<file path="config.mk">
export PLATFORM = sky130hd
export DESIGN_NAME = arduino_xfer_ctrl
export DESIGN_NICKNAME = d
export VERILOG_FILES = /design/src/rtl/arduino_pkg.sv /design/src/rtl/ard_sync.sv /design/src/rtl/arduino_xfer_ctrl.sv
export SDC_FILE = /design/constraint.sdc
export NUM_CORES = 1
export LEC_CHECK = 0
export ABC_AREA = 1
export BUFFER_PORTS_ARGS = -buffer_cell sky130_fd_sc_hd__buf_4
export CELL_PAD_IN_SITES_DETAIL_PLACEMENT = 0
export CELL_PAD_IN_SITES_GLOBAL_PLACEMENT = 1
export CORE_AREA = 2 2 99 101
export CTS_CLUSTER_DIAMETER = 80
export DETAILED_ROUTE_END_ITERATION = 10
export DIE_AREA = 0 0 101 103
export PLACE_DENSITY = 0.76
export SYNTH_ARGS = -nofsm -noshare
export SYNTH_HDL_FRONTEND = slang
export SYNTH_HIERARCHICAL = 1
export SYNTH_SLANG_ARGS = --single-unit
</file>
<file path="constraint.sdc">
create_clock -name clk -period 2.8 [get_ports clk]
set_input_delay 0.56 -clock clk [delete_from_list [all_inputs] [get_ports clk]]
set_output_delay 0.56 -clock clk [all_outputs]
set_load 0.02 [all_outputs]
</file>
<file path="src/rtl/arduino_pkg.sv">
// Shared types and constants for the Arduino port transfer controller.
package arduino_pkg;

  localparam int unsigned BYTE_W = 8;
  localparam int unsigned WORD_W = 32;
  localparam int unsigned IDX_W  = 2;

  localparam int unsigned DEF_SETUP_CYCLES   = 2;
  localparam int unsigned DEF_SYNC_STAGES    = 2;
  localparam int unsigned DEF_TIMEOUT_CYCLES = 50000;

  typedef enum logic [2:0] {
    IDLE,
    SETUP,
    STROBE,
    RELEASE,
    NEXT,
    DONE
  } xfer_state_t;

endpackage

</file>
<file path="src/rtl/ard_sync.sv">
// Multi-flop synchroniser for the asynchronous Arduino ack line; resets to 0.
module ard_sync #(
  parameter int unsigned STAGES = 2
) (
  input  logic clk,
  input  logic rst_n,
  input  logic d,
  output logic q
);

  logic [STAGES-1:0] sr;

  always_ff @(posedge clk or negedge rst_n) begin
    if (!rst_n) sr <= '0;
    else        sr <= {sr[STAGES-2:0], d};
  end

  assign q = sr[STAGES-1];

endmodule

</file>
<file path="src/rtl/arduino_xfer_ctrl.sv">
// Multi-byte strobe/ack transfer sequencer for the 8-bit Arduino port.
// Optional ack timeout enabled by defining ARDUINO_XFER_TIMEOUT_EN.
module arduino_xfer_ctrl
  import arduino_pkg::*;
#(
  parameter int unsigned SETUP_CYCLES   = DEF_SETUP_CYCLES,
  parameter int unsigned SYNC_STAGES    = DEF_SYNC_STAGES,
  parameter int unsigned TIMEOUT_CYCLES = DEF_TIMEOUT_CYCLES
) (
  input  logic              clk,
  input  logic              rst_n,
  input  logic              start,
  input  logic [WORD_W-1:0] wdata,
  input  logic [IDX_W-1:0]  nbytes,
  output logic              busy,
  output logic              done,
  output logic              err,
  output logic [WORD_W-1:0] rdata,
  output logic [BYTE_W-1:0] ard_data_out,
  output logic              ard_strb,
  input  logic              ard_ack,
  input  logic [BYTE_W-1:0] ard_data_in
);

  if (SETUP_CYCLES < 1 || SYNC_STAGES < 2 || TIMEOUT_CYCLES < 1) begin : g_param_check
    $error("arduino_xfer_ctrl: illegal timing parameters");
  end

`ifdef ARDUINO_XFER_TIMEOUT_EN
  localparam int unsigned CNT_MAX = (TIMEOUT_CYCLES > SETUP_CYCLES) ? TIMEOUT_CYCLES : SETUP_CYCLES;
`else
  localparam int unsigned CNT_MAX = SETUP_CYCLES;
`endif
  localparam int unsigned CNT_W = $clog2(CNT_MAX + 1);

  xfer_state_t       state, state_next;
  logic [CNT_W-1:0]  cnt;
  logic [IDX_W-1:0]  idx;
  logic [IDX_W-1:0]  nbytes_q;
  logic [WORD_W-1:0] wdata_q;
  logic [WORD_W-1:0] rdata_q;
  logic              ack_s;
  logic              wait_expired;
  logic              counting;

  ard_sync #(.STAGES(SYNC_STAGES)) u_ack_sync (
    .clk   (clk),
    .rst_n (rst_n),
    .d     (ard_ack),
    .q     (ack_s)
  );

  // One counter serves both the setup delay and the ack-wait timeout;
  // it restarts on every state change.
`ifdef ARDUINO_XFER_TIMEOUT_EN
  assign wait_expired = (cnt == CNT_W'(TIMEOUT_CYCLES - 1));
  assign counting     = (state == SETUP) || (state == STROBE) || (state == RELEASE);
`else
  assign wait_expired = 1'b0;
  assign counting     = (state == SETUP);
`endif

  always_comb begin
    state_next = state;
    unique case (state)
      IDLE:    if (start) state_next = SETUP;
      SETUP:   if (cnt == CNT_W'(SETUP_CYCLES - 1)) state_next = STROBE;
      STROBE: begin
        if (ack_s)             state_next = RELEASE;
        else if (wait_expired) state_next = DONE;
      end
      RELEASE: begin
        if (!ack_s)            state_next = NEXT;
        else if (wait_expired) state_next = DONE;
      end
      NEXT:    state_next = (idx == nbytes_q) ? DONE : SETUP;
      DONE:    state_next = IDLE;
      default: state_next = IDLE;
    endcase
  end

  always_ff @(posedge clk or negedge rst_n) begin
    if (!rst_n) begin
      state    <= IDLE;
      cnt      <= '0;
      idx      <= '0;
      nbytes_q <= '0;
      wdata_q  <= '0;
      rdata_q  <= '0;
    end else begin
      state <= state_next;
      if (state_next != state) cnt <= '0;
      else if (counting)       cnt <= cnt + 1'b1;
      unique case (state)
        IDLE: if (start) begin
          wdata_q  <= wdata;
          nbytes_q <= nbytes;
          rdata_q  <= '0;
          idx      <= '0;
        end
        STROBE: if (ack_s) rdata_q[BYTE_W*idx +: BYTE_W] <= ard_data_in;
        NEXT:   if (idx != nbytes_q) idx <= idx + 1'b1;
        default: ;
      endcase
    end
  end

`ifdef ARDUINO_XFER_TIMEOUT_EN
  logic err_q;

  always_ff @(posedge clk or negedge rst_n) begin
    if (!rst_n) err_q <= 1'b0;
    else if (state == IDLE && start) err_q <= 1'b0;
    else if ((state == STROBE || state == RELEASE) && state_next == DONE) err_q <= 1'b1;
  end

  assign err = err_q;
`else
  assign err = 1'b0;
`endif

  // Driven from the latched word, so the pins hold the last byte until the next SETUP.
  assign ard_data_out = wdata_q[BYTE_W*idx +: BYTE_W];
  assign rdata        = rdata_q;
  assign busy         = (state != IDLE);
  assign done         = (state == DONE);
  assign ard_strb     = (state == STROBE);

endmodule

</file>
==> flow_summary_export.csv, run 1 <==
group,metric,value,unit
route,drt_wl_total,8350,um
setup_path,path_cells,"clkinv_1 > o21ai_0 > o22ai_1 > buf_4",
route,drc_errors,0,
run,cap_viol_max_count,0,
timing,fin_tns_setup,0,ps
final_layout,antennaDiodeCount,0,
timing,finalCritPeriodShare,0.841,
synth,synthTopCellsByArea,"dfrtp_1 (52%), mux2_2 (9.9%), nand2_1 (5.4%)",
timing,fmax,0.425,GHz
clocking,tritoncts,"yes",
worst_hold_path,holdPathStages,1,
clocking,insertion_delay,340,ps
grt,grt_pass1_vias,2794,
outcome,status,"complete, no violations",
placement,hpwlAfterDp,5990,um
grt,grt_max_degree,76,
route,drtPass1Iterations,4,
clocking,cts_root_buf,"clkbuf_8",
final_layout,seq_area,0.00188,sq mm
floorplanning,die_w,101,um
floorplanning,initial_utilization,0.383,
synth,yosysWarnings,6,
timing,hold_viol_final,0,
synth,yosys.cell_types.count,34,
route,drt_iter0_drc,128,
floorplanning,core-area,0.00946,sq mm
clocking,postCtsSetupBuffers,0,
clocking,hold_buffers,0,
pwr,irDropWorstVdd,0.534,mV
setup_path,crit_slowest_cell,"dfrtp_1",
final_layout,area_growth,26.0,%
timing,slew_headroom,0.374,
route,drtAntennaViolNets,0,
route,vias,2822,
setup_path,critPathMaxStageDelay,570,ps
worst_hold_path,hold_path_class,"in2reg",
timing,clock_skew,10.9,ps
clocking,post_cts_resized,0,
floorplanning,dieArea,0.0104,sq mm
timing,fin_crit,2350,ps
synth,synth-seq-cells,75,
setup_path,worstPathArrival,1790,ps
route,via_per_inst,5.01,
final_layout,multi_input_area,0.00155,sq mm
clocking,clk_pin_slew,80,ps
synth,synth-seq-area-share,0.517,
synth,synth_edf_count,0,
grt,antenna_found_initial,0,
setup_path,worstSetupEndpointType,"output pin",
grt,grt_remaining_overflow,0,
worst_hold_path,worstHoldStart,"ard_ack",
clocking,cts_sinks,75,
timing,final-max-slew-violation-count,0,
placement,place.gp.congestion,0.742,
route,routedWlPerCell,14.8,um
floorplanning,ioPinCount,90,
clocking,h-tree-depth,3,
grt,grt_first_pass_wirelength,13600,um
setup_path,reg2reg_depth,5,
setup_path,worst_setup_path_start_kind,"register",
timing,tightest_slew,940,ps
synth,post-synth-top-count-cell,"dfrtp_1",
synth,yosysTopAreaCell,"dfrtp_1",
synth,synth_common_cells,"dfrtp_1 (75), nand2_1 (52), mux2_2 (32), nor2_1 (32)",
synth,netlist.area_leader.share,0.517,
floorplanning,die_h,103,um
synth,synthCells,359,
timing,grt_setup_unrepaired,"no",
final_layout,final_nets,496,
pwr,total_power,4480,uW
synth,synth_nets,411,
synth,synth-main-ff-cell,"dfrtp_1",
setup_path,setup.worst_path.start,"idx[1]",
clocking,cts_buffers,9,
floorplanning,rows,36,
setup_path,cp.required,2240,ps
final_layout,nFillCells,907,
setup_path,crit_path_max_fanout,13,
pwr,leakagePower,0.00213,uW
synth,synth-async-reset-ratio,1.00,
timing,finalSetupViolCount,0,
synth,syn_avg_cell_area,10.1,sq um
synth,syn_area,0.00363,sq mm
clocking,cts_buffer_depth,2,
setup_path,r2r-start,"idx[1]",
pwr,powerDensity,980,mW/mm^2
setup_path,path_class,"reg2out",
placement,port_buffers,88,
grt,grt_use_total,0.167,
final_layout,drive_gt1_frac,0.374,
-- per-stage QoR --
stage                     worst slack, ps  utilization  cell area [sq um]  std cells  hold slack [ps]
after detailed placement              484        0.459               4340        547              335
after floorplan                       702            -               3630        359              264
after global routing                  222        0.483               4570        563              303
final                                 445        0.483               4570        563              323
after CTS                             392        0.483               4570        563              309
after global placement                569        0.459               4340        547              336
-- power breakdown --
group	internal (uW)	total (uW)	switching, uW	leakage [uW]
clock	550	946	396	0.000113
combinational	802	1860	1060	0.00107
sequential	1430	1670	241	0.000946
-- worst max-delay path, delay by kind of cell (launching register included) --
kind                   cells  cell delay, ps
AOI/OAI and AO/OA          2             310
buffers and inverters      2             580
DFF                        1             570
-- cell families (layout without fill, tap and decap cells) --
group / after synthesis / count (layout) / synth area share
AOI/OAI and AO/OA: 65 / 65 / 0.109
xor gates and xnor gates: 1 / 1 / 0.00242
buffers and inverters: 39 / 129 / 0.0545
DFF: 75 / 75 / 0.517
muxes: 32 / 32 / 0.0993
and+or+nand+nor: 140 / 140 / 0.196
other: 1 / 1 / 0.00103
adders and majority gates: 6 / 6 / 0.0207
-- area by class of cell --
type	count	area share
clock buffer	12	0.0340
multi-input combinational	245	0.340
tap	114	0.0312
timing repair buffer	92	0.151
clock inverter	4	0.0159
inverter	21	0.0173
sequential	75	0.411
-- cells in the final DEF (no fill, tap or decap), types with 11 or more instances in the layout --
cell,synthesis,layout
dfrtp_1,75,75
o31ai_1,12,12
buf_4,4,92
nand2_1,52,52
inv_1,14,14
nand3_1,22,22
mux2_2,32,32
nand4_1,12,12
nor2_1,32,32
clkbuf_8,0,11
o21ai_0,22,22
-- final timing paths --
path | end | slack, ps
setup / recovery | ard_data_out[2] | 450
hold / removal | u_ack_sync/sr[0] | 320
setup reg to reg | rdata[31] | 500
hold reg to reg | u_ack_sync/sr[1] | 350
max in group asynchronous | rdata[1] | 1830
min in group asynchronous | cnt[1] | 360
-- registers in the layout, summed over array words and instances (netlist names) --
name,flops
cnt,2
idx,2
nbytes_q,2
rdata,32
state,3
u_ack_sync/sr,2
wdata_q,32
-- layer usage --
layer / GRT usage / part of all wire
met4: 0.0530 / 0.010
met1: 0.226 / 0.46
met5: 0 / 0
met2: 0.263 / 0.45
met3: 0.0447 / 0.072
Power figures use the tool's default switching activity.
==> run 2, diff against run 1 <==
--- a/config.mk
+++ b/config.mk
@@ -5,7 +5,7 @@
 export SDC_FILE = /design/constraint.sdc
 export NUM_CORES = 1
 export LEC_CHECK = 0
-export ABC_AREA = 1
+export ABC_AREA = 0
 export BUFFER_PORTS_ARGS = -buffer_cell sky130_fd_sc_hd__buf_4
 export CELL_PAD_IN_SITES_DETAIL_PLACEMENT = 0
 export CELL_PAD_IN_SITES_GLOBAL_PLACEMENT = 1
@@ -13,7 +13,7 @@
 export CTS_CLUSTER_DIAMETER = 80
 export DETAILED_ROUTE_END_ITERATION = 10
 export DIE_AREA = 0 0 101 103
-export PLACE_DENSITY = 0.76
+export PLACE_DENSITY = 0.74
 export SYNTH_ARGS = -nofsm -noshare
 export SYNTH_HDL_FRONTEND = slang
 export SYNTH_HIERARCHICAL = 1
==> constraint.sdc (replaced) <==
create_clock -name clk -period 2 [get_ports clk]
set_input_delay 0.4 -clock clk [delete_from_list [all_inputs] [get_ports clk]]
set_output_delay 0.4 -clock clk [all_outputs]
set_load 0.02 [all_outputs]
==> flow_summary_export.csv, run 2 <==
group,metric,value,unit
outcome,status,"complete, no violations",
clocking,cts_buffers,9,
grt,grt_pass1_vias,2439,
floorplanning,core-area,0.00946,sq mm
route,routedWlPerCell,16.1,um
timing,slew_headroom,0.584,
final_layout,fin_util,0.486,
final_layout,area_growth,31.3,%
grt,antenna_found_initial,0,
final_layout,antennaDiodeCount,0,
synth,syn_avg_cell_area,13.0,sq um
timing,final-max-slew-violation-count,0,
final_layout,multi_input_area,0.00147,sq mm
route,drt_iter0_drc,70,
setup_path,cp.required,1600,ps
clocking,insertion_delay,360,ps
setup_path,crit_path_max_fanout,4,
route,drtAntennaViolNets,0,
placement,port_buffers,88,
floorplanning,rows,36,
synth,synthTopCellsByArea,"dfrtp_1 (54%), mux2_4 (13%), o31ai_1 (6.9%)",
timing,fin_crit,1990,ps
synth,yosysTopAreaCell,"dfrtp_1",
floorplanning,initial_utilization,0.370,
final_layout,final_nets,421,
route,drc_errors,0,
route,via_per_inst,4.95,
synth,yosysWarnings,6,
setup_path,worst_setup_path_start_kind,"register",
clocking,cts_buffer_depth,2,
timing,grt_setup_unrepaired,"yes",
final_layout,nFillCells,880,
placement,place.gp.congestion,0.750,
synth,yosys.cell_types.count,35,
worst_hold_path,holdPathStages,1,
clocking,h-tree-depth,3,
synth,synth-seq-area-share,0.536,
clocking,cts_sinks,75,
synth,synth_common_cells,"dfrtp_1 (75), nand2_1 (36), o31ai_1 (32)",
timing,tightest_slew,624,ps
pwr,leakagePower,0.00215,uW
synth,netlist.area_leader.share,0.536,
synth,syn_area,0.00350,sq mm
pwr,powerDensity,1340,mW/mm^2
timing,fin_hold_ws,142,ps
final_layout,drive_gt1_frac,0.452,
clocking,clk_pin_slew,90,ps
timing,finalSetupViolCount,0,
synth,synth_nets,322,
floorplanning,dieArea,0.0104,sq mm
setup_path,reg2reg_depth,9,
timing,fmax,0.501,GHz
synth,synth-seq-cells,75,
run,cap_viol_max_count,0,
final_layout,final_common_cell,"buf_4",
floorplanning,ioPinCount,90,
timing,clock_skew,13.6,ps
final_layout,seq_area,0.00188,sq mm
route,drtPass1Iterations,4,
setup_path,worstSetupEndpointType,"output pin",
route,drt_wl_total,7880,um
route,vias,2418,
clocking,cts_root_buf,"clkbuf_8",
grt,grt_remaining_overflow,0,
grt,grt_max_degree,40,
grt,grt_use_total,0.158,
placement,hpwlAfterDp,5450,um
synth,synthCells,270,
floorplanning,die_w,101,um
synth,post-synth-top-count-cell,"dfrtp_1",
timing,hold_viol_final,0,
grt,grt_first_pass_wirelength,12500,um
setup_path,worstPathArrival,1590,ps
setup_path,path_class,"reg2out",
pwr,total_power,6150,uW
pwr,irDropWorstVdd,0.706,mV
worst_hold_path,hold_path_class,"in2reg",
floorplanning,die_h,103,um
final_layout,layout_common_cells,"buf_4 (89), dfrtp_1 (73), nand2_1 (36)",
synth,synth-async-reset-ratio,1.00,
clocking,tritoncts,"yes",
synth,synth-main-ff-cell,"dfrtp_1",
synth,synth_edf_count,0,
timing,finalCritPeriodShare,0.997,
-- run 2: changes by cell type after synthesis, moves of 16 or more --
cell | before | now
mux2_2 | 32 | 0
mux2_4 | 0 | 30
nand2_1 | 52 | 36
nand3_1 | 22 | 3
nor2_1 | 32 | 3
o21ai_0 | 22 | 5
o31ai_1 | 12 | 32
-- run 2: final timing paths --
check                           slack [ps]          endpoint        startpoint
worst max-delay path                     6   ard_data_out[4]            idx[0]
worst min-delay path                   140  u_ack_sync/sr[0]           ard_ack
worst max register to register         130         rdata[30]            idx[0]
worst min register to register         360  u_ack_sync/sr[1]  u_ack_sync/sr[0]
max in group asynchronous              960          state[1]             rst_n
min in group asynchronous              550       wdata_q[26]             rst_n
-- run 2: area by class of cell --
type,count,share of cell area
Sequential cell,75,0.409
Multi-Input combinational cell,167,0.320
Timing Repair Buffer,103,0.188
Tap cell,114,0.0311
Clock buffer,9,0.0270
Clock inverter,7,0.0136
Inverter,13,0.0106
-- run 2: what timing repair did --
item / CTS / global route
hold endpoints to repair: 34 / 0
setup endpoints to repair: 8 / 21
cloned: 0 / 1
setup buffers: 2 / 1
resized for setup: 11 / 5
hold buffers: 1 / 0
pin swaps: 0 / 1
-- run 2: kinds of logic (layout without fill, tap and decap cells) --
logic type                 Yosys count  count (layout)  share of synthesized area
AOI/OAI and AO/OA                   51              51                      0.109
xor gates and xnor gates             3               3                    0.00751
adders and majority gates            6               6                     0.0215
buffers and inverters               28             132                     0.0454
DFF                                 75              75                      0.536
muxes                               42              42                      0.193
other                                1               1                    0.00107
and+or+nand+nor                     64              64                     0.0855
-- run 2: where the power goes --
group | switching [uW] | internal, uW | leakage [uW]
logic | 1190 | 1520 | 0.00110
registers | 339 | 1970 | 0.000959
clock network | 648 | 481 | 0.0000936
total | 2170 | 3980 | 0.00215
-- run 2: worst max-delay path, stage by stage (launching register included) --
cell and delay, ps:
dfrtp_2 430, clkbuf_16 170, mux4_2 510, buf_6 150
-- run 2: per-stage QoR --
step | instances | TNS, ps | worst slack [ps] | instance area, sq um
5_1_grt | 488 | -284 | -39.5 | 4590
2_1_floorplan | 270 | 0 | 147 | 3500
6_report | 488 | 0 | 5.83 | 4590
4_1_cts | 486 | -127 | -28.9 | 4550
3_3_place_gp | 467 | 0 | 205 | 4290
3_5_place_dp | 467 | 0 | 123 | 4290
-- run 2: routing by layer --
layer	vias to the layer above	share of wire	global-route usage	wire, um
li1	1164	-	-	-
met1	1169	0.46	0.203	3640
met2	75	0.47	0.254	3730
met3	10	0.053	0.0400	414
met4	0	0.013	0.0686	103
met5	-	0	0	0
